**src/rtl/id_ex_stage.sv**
```systemverilog
// id_ex_stage: ID/EX pipeline register with load-use hazard detection,
// whole-pipeline hold, branch flush and a saturating bubble counter.
module id_ex_stage #(
    parameter int XLEN = 32
) (
    input  logic            clk,
    input  logic            rst,
    input  logic            valid_id,
    input  logic [XLEN-1:0] pc_id,
    input  logic [XLEN-1:0] rs1_data_id,
    input  logic [XLEN-1:0] rs2_data_id,
    input  logic [XLEN-1:0] imm_id,
    input  logic [4:0]      rs1_id,
    input  logic [4:0]      rs2_id,
    input  logic [4:0]      rd_id,
    input  logic [2:0]      funct3_id,
    input  logic [6:0]      funct7_id,
    input  logic            alusrc_id,
    input  logic            memtoreg_id,
    input  logic            regwrite_id,
    input  logic            memread_id,
    input  logic            memwrite_id,
    input  logic            branch_id,
    input  logic [1:0]      alu_op_id,
    input  logic            hold,
    input  logic            flush_ex,
    output logic            valid_ex,
    output logic [XLEN-1:0] pc_ex,
    output logic [XLEN-1:0] rs1_data_ex,
    output logic [XLEN-1:0] rs2_data_ex,
    output logic [XLEN-1:0] imm_ex,
    output logic [4:0]      rs1_ex,
    output logic [4:0]      rs2_ex,
    output logic [4:0]      rd_ex,
    output logic [2:0]      funct3_ex,
    output logic [6:0]      funct7_ex,
    output logic            alusrc_ex,
    output logic            memtoreg_ex,
    output logic            regwrite_ex,
    output logic            memread_ex,
    output logic            memwrite_ex,
    output logic            branch_ex,
    output logic [1:0]      alu_op_ex,
    output logic            stall_id,
    output logic [15:0]     hazard_count
);
    typedef struct packed {
        logic            valid;
        logic [XLEN-1:0] pc;
        logic [XLEN-1:0] rs1_data;
        logic [XLEN-1:0] rs2_data;
        logic [XLEN-1:0] imm;
        logic [4:0]      rs1;
        logic [4:0]      rs2;
        logic [4:0]      rd;
        logic [2:0]      funct3;
        logic [6:0]      funct7;
        logic            alusrc;
        logic            memtoreg;
        logic            regwrite;
        logic            memread;
        logic            memwrite;
        logic            branch;
        logic [1:0]      alu_op;
    } ex_t;

    ex_t         ex_d, ex_q, ld;
    logic [15:0] cnt_d, cnt_q;
    logic        use_rs2, ctrl_on;

    always_comb begin
        use_rs2  = ~alusrc_id | memwrite_id | branch_id;
        stall_id = ~rst & ~flush_ex & valid_id & ex_q.valid & ex_q.memread & (ex_q.rd != 5'd0)
                 & ((ex_q.rd == rs1_id) | (use_rs2 & (ex_q.rd == rs2_id)));
        // Bubbles and invalid slots carry data through but never any control.
        ctrl_on  = valid_id & ~flush_ex & ~stall_id;
        ld = '{valid: ctrl_on, pc: pc_id, rs1_data: rs1_data_id, rs2_data: rs2_data_id,
               imm: imm_id, rs1: rs1_id, rs2: rs2_id, rd: rd_id, funct3: funct3_id,
               funct7: funct7_id, alusrc: alusrc_id & ctrl_on, memtoreg: memtoreg_id & ctrl_on,
               regwrite: regwrite_id & ctrl_on, memread: memread_id & ctrl_on,
               memwrite: memwrite_id & ctrl_on, branch: branch_id & ctrl_on,
               alu_op: alu_op_id & {2{ctrl_on}}};
        ex_d  = hold ? ex_q : ld;
        cnt_d = (~hold & stall_id & (cnt_q != 16'hFFFF)) ? cnt_q + 16'd1 : cnt_q;
    end

    always_ff @(posedge clk or posedge rst) begin
        if (rst) begin
            ex_q  <= '0;
            cnt_q <= '0;
        end else begin
            ex_q  <= ex_d;
            cnt_q <= cnt_d;
        end
    end

    assign valid_ex     = ex_q.valid;
    assign pc_ex        = ex_q.pc;
    assign rs1_data_ex  = ex_q.rs1_data;
    assign rs2_data_ex  = ex_q.rs2_data;
    assign imm_ex       = ex_q.imm;
    assign rs1_ex       = ex_q.rs1;
    assign rs2_ex       = ex_q.rs2;
    assign rd_ex        = ex_q.rd;
    assign funct3_ex    = ex_q.funct3;
    assign funct7_ex    = ex_q.funct7;
    assign alusrc_ex    = ex_q.alusrc;
    assign memtoreg_ex  = ex_q.memtoreg;
    assign regwrite_ex  = ex_q.regwrite;
    assign memread_ex   = ex_q.memread;
    assign memwrite_ex  = ex_q.memwrite;
    assign branch_ex    = ex_q.branch;
    assign alu_op_ex    = ex_q.alu_op;
    assign hazard_count = cnt_q;
endmodule

```
**config.mk**
```make
export PLATFORM = sky130hd
export DESIGN_NAME = id_ex_stage
export DESIGN_NICKNAME = d
export VERILOG_FILES = /design/src/rtl/id_ex_stage.sv
export SDC_FILE = /design/constraint.sdc
export NUM_CORES = 1
export LEC_CHECK = 0
export CAP_MARGIN = 0
export CORE_MARGIN = 2
export CORE_UTILIZATION = 25
export DETAILED_ROUTE_END_ITERATION = 12
export PLACE_DENSITY = 0.6
export SETUP_SLACK_MARGIN = 0.4
export SLEW_MARGIN = 20
export SYNTH_ARGS = -nofsm -noshare
export SYNTH_HDL_FRONTEND = slang
export SYNTH_SLANG_ARGS = --single-unit
```
**constraint.sdc**
```tcl
create_clock -name clk -period 8 [get_ports clk]
set_clock_uncertainty 0.05 [all_clocks]
set_input_delay 1.6 -clock clk [delete_from_list [all_inputs] [get_ports clk]]
set_output_delay 1.6 -clock clk [all_outputs]
set_load 0.01 [all_outputs]
```
After elaboration in Yosys (flattened, before gate mapping) --
Cells that the tools add are included.
Storage, ports and cells: bits in registers 178, input bits 166, output and inout port bits 179
Cells by class: add/sub/neg operators 1, eq/ne operators 3, bitwise gates (word level) 26, reduce and logical (&&, ||, !) cells 1
Operators with widths (number):
- 1-bit AND | 17
- 16-bit by 1-bit adder with 16-bit output (second input constant) | 1
- 16-bit != test (second input constant) | 1
- 5-bit equality test | 2
- 1-bit NOT | 5
- 5-bit nonzero test | 1
- 1-bit bitwise OR | 3
- 2-bit AND | 1

Longest topological paths before layout --
depth after elaboration 10, depth in mapped cells 7, mapped depth without buffers 6

Worst setup path after synthesis --
OpenSTA, ideal clock, no wires.
path type input-to-output, from in rs2_id[1], to out stall_id, data arrival time 2.695 ns, data required time 6.350 ns, slack 3.655 ns, cell stages on the path 5, buffers on the path 1, cell sequence xnor2_1 -> nand4_1 -> o22ai_1 -> buf_2 -> and4b_1
On the way: longest elaborated chain between the ends 4
Ends and longest elaborated chain:
- start, declared | RTL line 14 | input logic [4:0] rs2_id,
- 5-bit equality test | RTL line 74 | & ((ex_q.rd == rs1_id) | (use_rs2 & (ex_q.rd == rs2_id)));
- 1-bit AND | RTL line 74
- 1-bit bitwise OR | RTL line 74
- 1-bit AND | RTL line 74
- end, declared | RTL line 44 | output logic stall_id,
No other way between the ends.

Final worst setup path --
from in branch_id, to out stall_id
On the way: longest elaborated chain between the ends 4
Ends and longest elaborated chain:
- start, declared | RTL line 23 | input logic branch_id,
- 1-bit bitwise OR | RTL line 72 | use_rs2 = ~alusrc_id | memwrite_id | branch_id;
- 1-bit AND | RTL line 74
- 1-bit bitwise OR | RTL line 74
- 1-bit AND | RTL line 74
No other way between the ends.

==> out/results.tsv <==
metric	value	unit
Critical path origin	branch_id	
internal power	1700	uW
Synth top area share	64.3	%
post-DP HPWL	14200	um
Clock power frac	36.0	%
reg2reg start	rd_ex[0]$_DFFE_PP0N_	
Remaining Overflow, GRT	0	
PwrDens	200	nW/um2
Hold-fix buffers, CTS	0	
worst endpoint required time	6.35	ns
Worst setup EP type	primary output	
Critical Path AT	3.59	ns
commonest non-fill, non-tap cell in the layout	clkdlybuf4s50_1	
GRT Util Overall	13.5	%
Via Count	4932	
Filler cells	2553	
crit path time final	5.24	ns
Die ar.	29100	um2
Startpoint Class	input pin	
Post-CTS Setup Repair Bufs	0	
clk root buf	clkbuf_16	
Placer Congestion	0.758	
fin cells	1177	
reg2reg setup slack	5.84	ns
RR Endpoint	alu_op_ex[1]$_DFFE_PP0N_	
fmax	0.191	GHz
measured slew at the worst slew-check pin	0.914	ns
unrepaired setup endpoints after global routing	no	
Antenna Violating Nets Remaining	0	
post-placement cell count	1144	
hold crit path type	reg -> reg	
period utilization	65.6	%
share of layout cells above drive strength 1	24.3	%
clk sinks	178	
area of the mapped netlist	6930	um2
# IOs	345	
synthesis-stage register bit count	178	
Max-Slew Margin vs Limit	39.1	%
storage element area	4450	um2
DRT Wirelength	19700	um
most crowded layer after global routing	met2	
Reg2Reg Depth	5	
GRT met3 Usage	5.12	%
register area share after synthesis	64.3	%
die width	170	um
largest net degree at the start of global routing	96	
Max VDD drop	119	uV
total of max-cap violations	0	
Syn-to-layout area delta	64.0	%
first-pass GRT wire length	30000	um
Synth cell types	32	
Clk Latency, worst-skew pair	0.42	ns
end point of the critical path	stall_id	
Flop pwr share	44.9	%
initial antenna violation count	1	
GR Layer Usage met1	16.4	%
Post-Synthesis Cells	443	
Gate power share	19.1	%
switching pwr	579	uW
Hold Vio Cnt, Final	0	
die extent in y	170	um
DRC	0	
core area	27100	um2
clock slew at reported path FFs	0.07	ns
FP Rows	60	
pre-CTS WS	2.77	ns
DR pass1 iterations	6	
PortBufs	344	
cell type with the largest total area after synthesis	dfrtp_1	
vias per cell	4.19	
vias in the first global route	5202	
Sw Share	25.4	%
Setup Crit Path Kind	in -> out	
# setup viols final	0	
Initial Utilization	25.6	%
nets	958	
leakage	0.00456	uW
setup TNS	0	ns
H-tree levels	4	
Tot Pwr	2280	uW
Iteration-0 DRC Markers	187	
clk buf depth	2	
worst setup margin	2.76	ns
multi-input logic area	2380	um2
status	finished clean	
CTS tree	done	
cts repair resizes	0	
commonest non-fill, non-tap cells in the layout	clkdlybuf4s50_1 (343), dfrtp_1 (178), mux2_2 (153), xnor2_1 (25), clkbuf_16 (17)	
fin. max-slew vios	0	
routed len/inst	16.7	um
Post-Syn Area per Cell	15.6	um2
Worst Path Max Fanout	17	
syn_nets	610	
CTS Buf Count	17	
GRT met2 Usage	22.4	%
Ys Warns	0	
Area contributors post-synth	dfrtp_1 (64%), mux2_2 (25%), xnor2_1 (3.2%)	
-- registers in the layout, summed over array words and instances, names as in the netlist --
register / flops
memwrite_ex: 1
regwrite_ex: 1
alusrc_ex: 1
valid_ex: 1
imm_ex: 32
rs1_ex: 5
hazard_count: 16
rd_ex: 5
rs1_data_ex: 32
rs2_ex: 5
rs2_data_ex: 32
memread_ex: 1
memtoreg_ex: 1
pc_ex: 32
alu_op_ex: 2
funct3_ex: 3
branch_ex: 1
funct7_ex: 7
-- layout make-up --
type / count / share of cell area, %
sequential: 178 / 39.2
timing repair buffer: 350 / 30.7
multi-input combinational: 242 / 20.9
tap: 372 / 4.10
clock buffer: 20 / 3.84
clock inverter: 12 / 1.10
inverter: 2 / 0.110
antenna: 1 / 0.0220
-- Yosys cell counts --
cell type,count
a211oi_2,1
or3b_1,1
o21ba_1,1
nand4_2,1
clkbuf_1,12
and3_1,5
nor2_1,5
o22ai_1,1
buf_2,2
nand2b_1,2
or4_1,1
mux2_1,1
and4_1,1
a22o_1,8
nand2_1,7
a21o_1,1
xnor2_1,25
ha_1,1
mux2_2,153
nor4b_2,1
or3b_4,1
nand3_2,1
buf_6,1
inv_1,2
and4b_1,1
nor3_1,3
nand4_1,15
a21oi_1,1
buf_1,6
nand3_1,3
dfrtp_1,178
o21ai_1,1
-- per-stage QoR --
step                      hold slack (ns)  util (%)  area [um2]
after floorplan                     0.476         -        6930
after global placement              0.436      39.9       10800
after detailed placement            0.441      39.9       10800
after CTS                           0.457      41.9       11400
after global routing                0.464      41.9       11400
final                               0.454      41.9       11400
-- power by group through the flow --
stage               registers, uW  clock network (uW)  logic, uW
floorplan                    1080                   0        121
global placement             1040                   0        441
detailed placement           1040                   0        442
CTS                          1020                 856        444
global route                 1030                 891        465
finish                       1020                 820        434
-- worst min path at each step --
stage,start,endpoint,depth (start not counted)
final,rs1_ex[0]$_DFFE_PP0N_,rs1_ex[0]$_DFFE_PP0N_,1
after global routing,rs1_data_ex[9]$_DFFE_PP0N_,rs1_data_ex[9]$_DFFE_PP0N_,1
after CTS,rs1_ex[0]$_DFFE_PP0N_,rs1_ex[0]$_DFFE_PP0N_,1
after detailed placement,rs1_ex[0]$_DFFE_PP0N_,rs1_ex[0]$_DFFE_PP0N_,1
after global placement,pc_ex[21]$_DFFE_PP0N_,pc_ex[21]$_DFFE_PP0N_,1
after floorplan,hazard_count[15]$_DFFE_PP0P_,hazard_count[15]$_DFFE_PP0P_,1
-- kinds of logic after synthesis --
| logic type | share of synthesized area [%] |
|---|---|
| flip-flops | 64.3 |
| multiplexers | 25.0 |
| AND/OR/NAND/NOR | 4.28 |
| XOR/XNOR | 3.16 |
| buffers and inverters | 1.39 |
| AO/OA/AOI/OAI | 1.68 |
| adder cells (fa/ha/maj) | 0.181 |
-- critical path: stages --
cell             delay (ns)
clkdlybuf4s50_1        0.49
nand2b_1               0.22
o21ai_1                0.09
o22ai_1                0.19
buf_4                  0.25
and4b_1                0.21
clkdlybuf4s50_1        0.54
-- metal layers --
metal  part of all wire, %  vias up
met4                  0.93        0
met1                    41     2445
met3                   8.2       11
met5                     0        -
met2                    49      191
li1                      -     2285
Note: power is estimated with default switching activity, not from simulation.
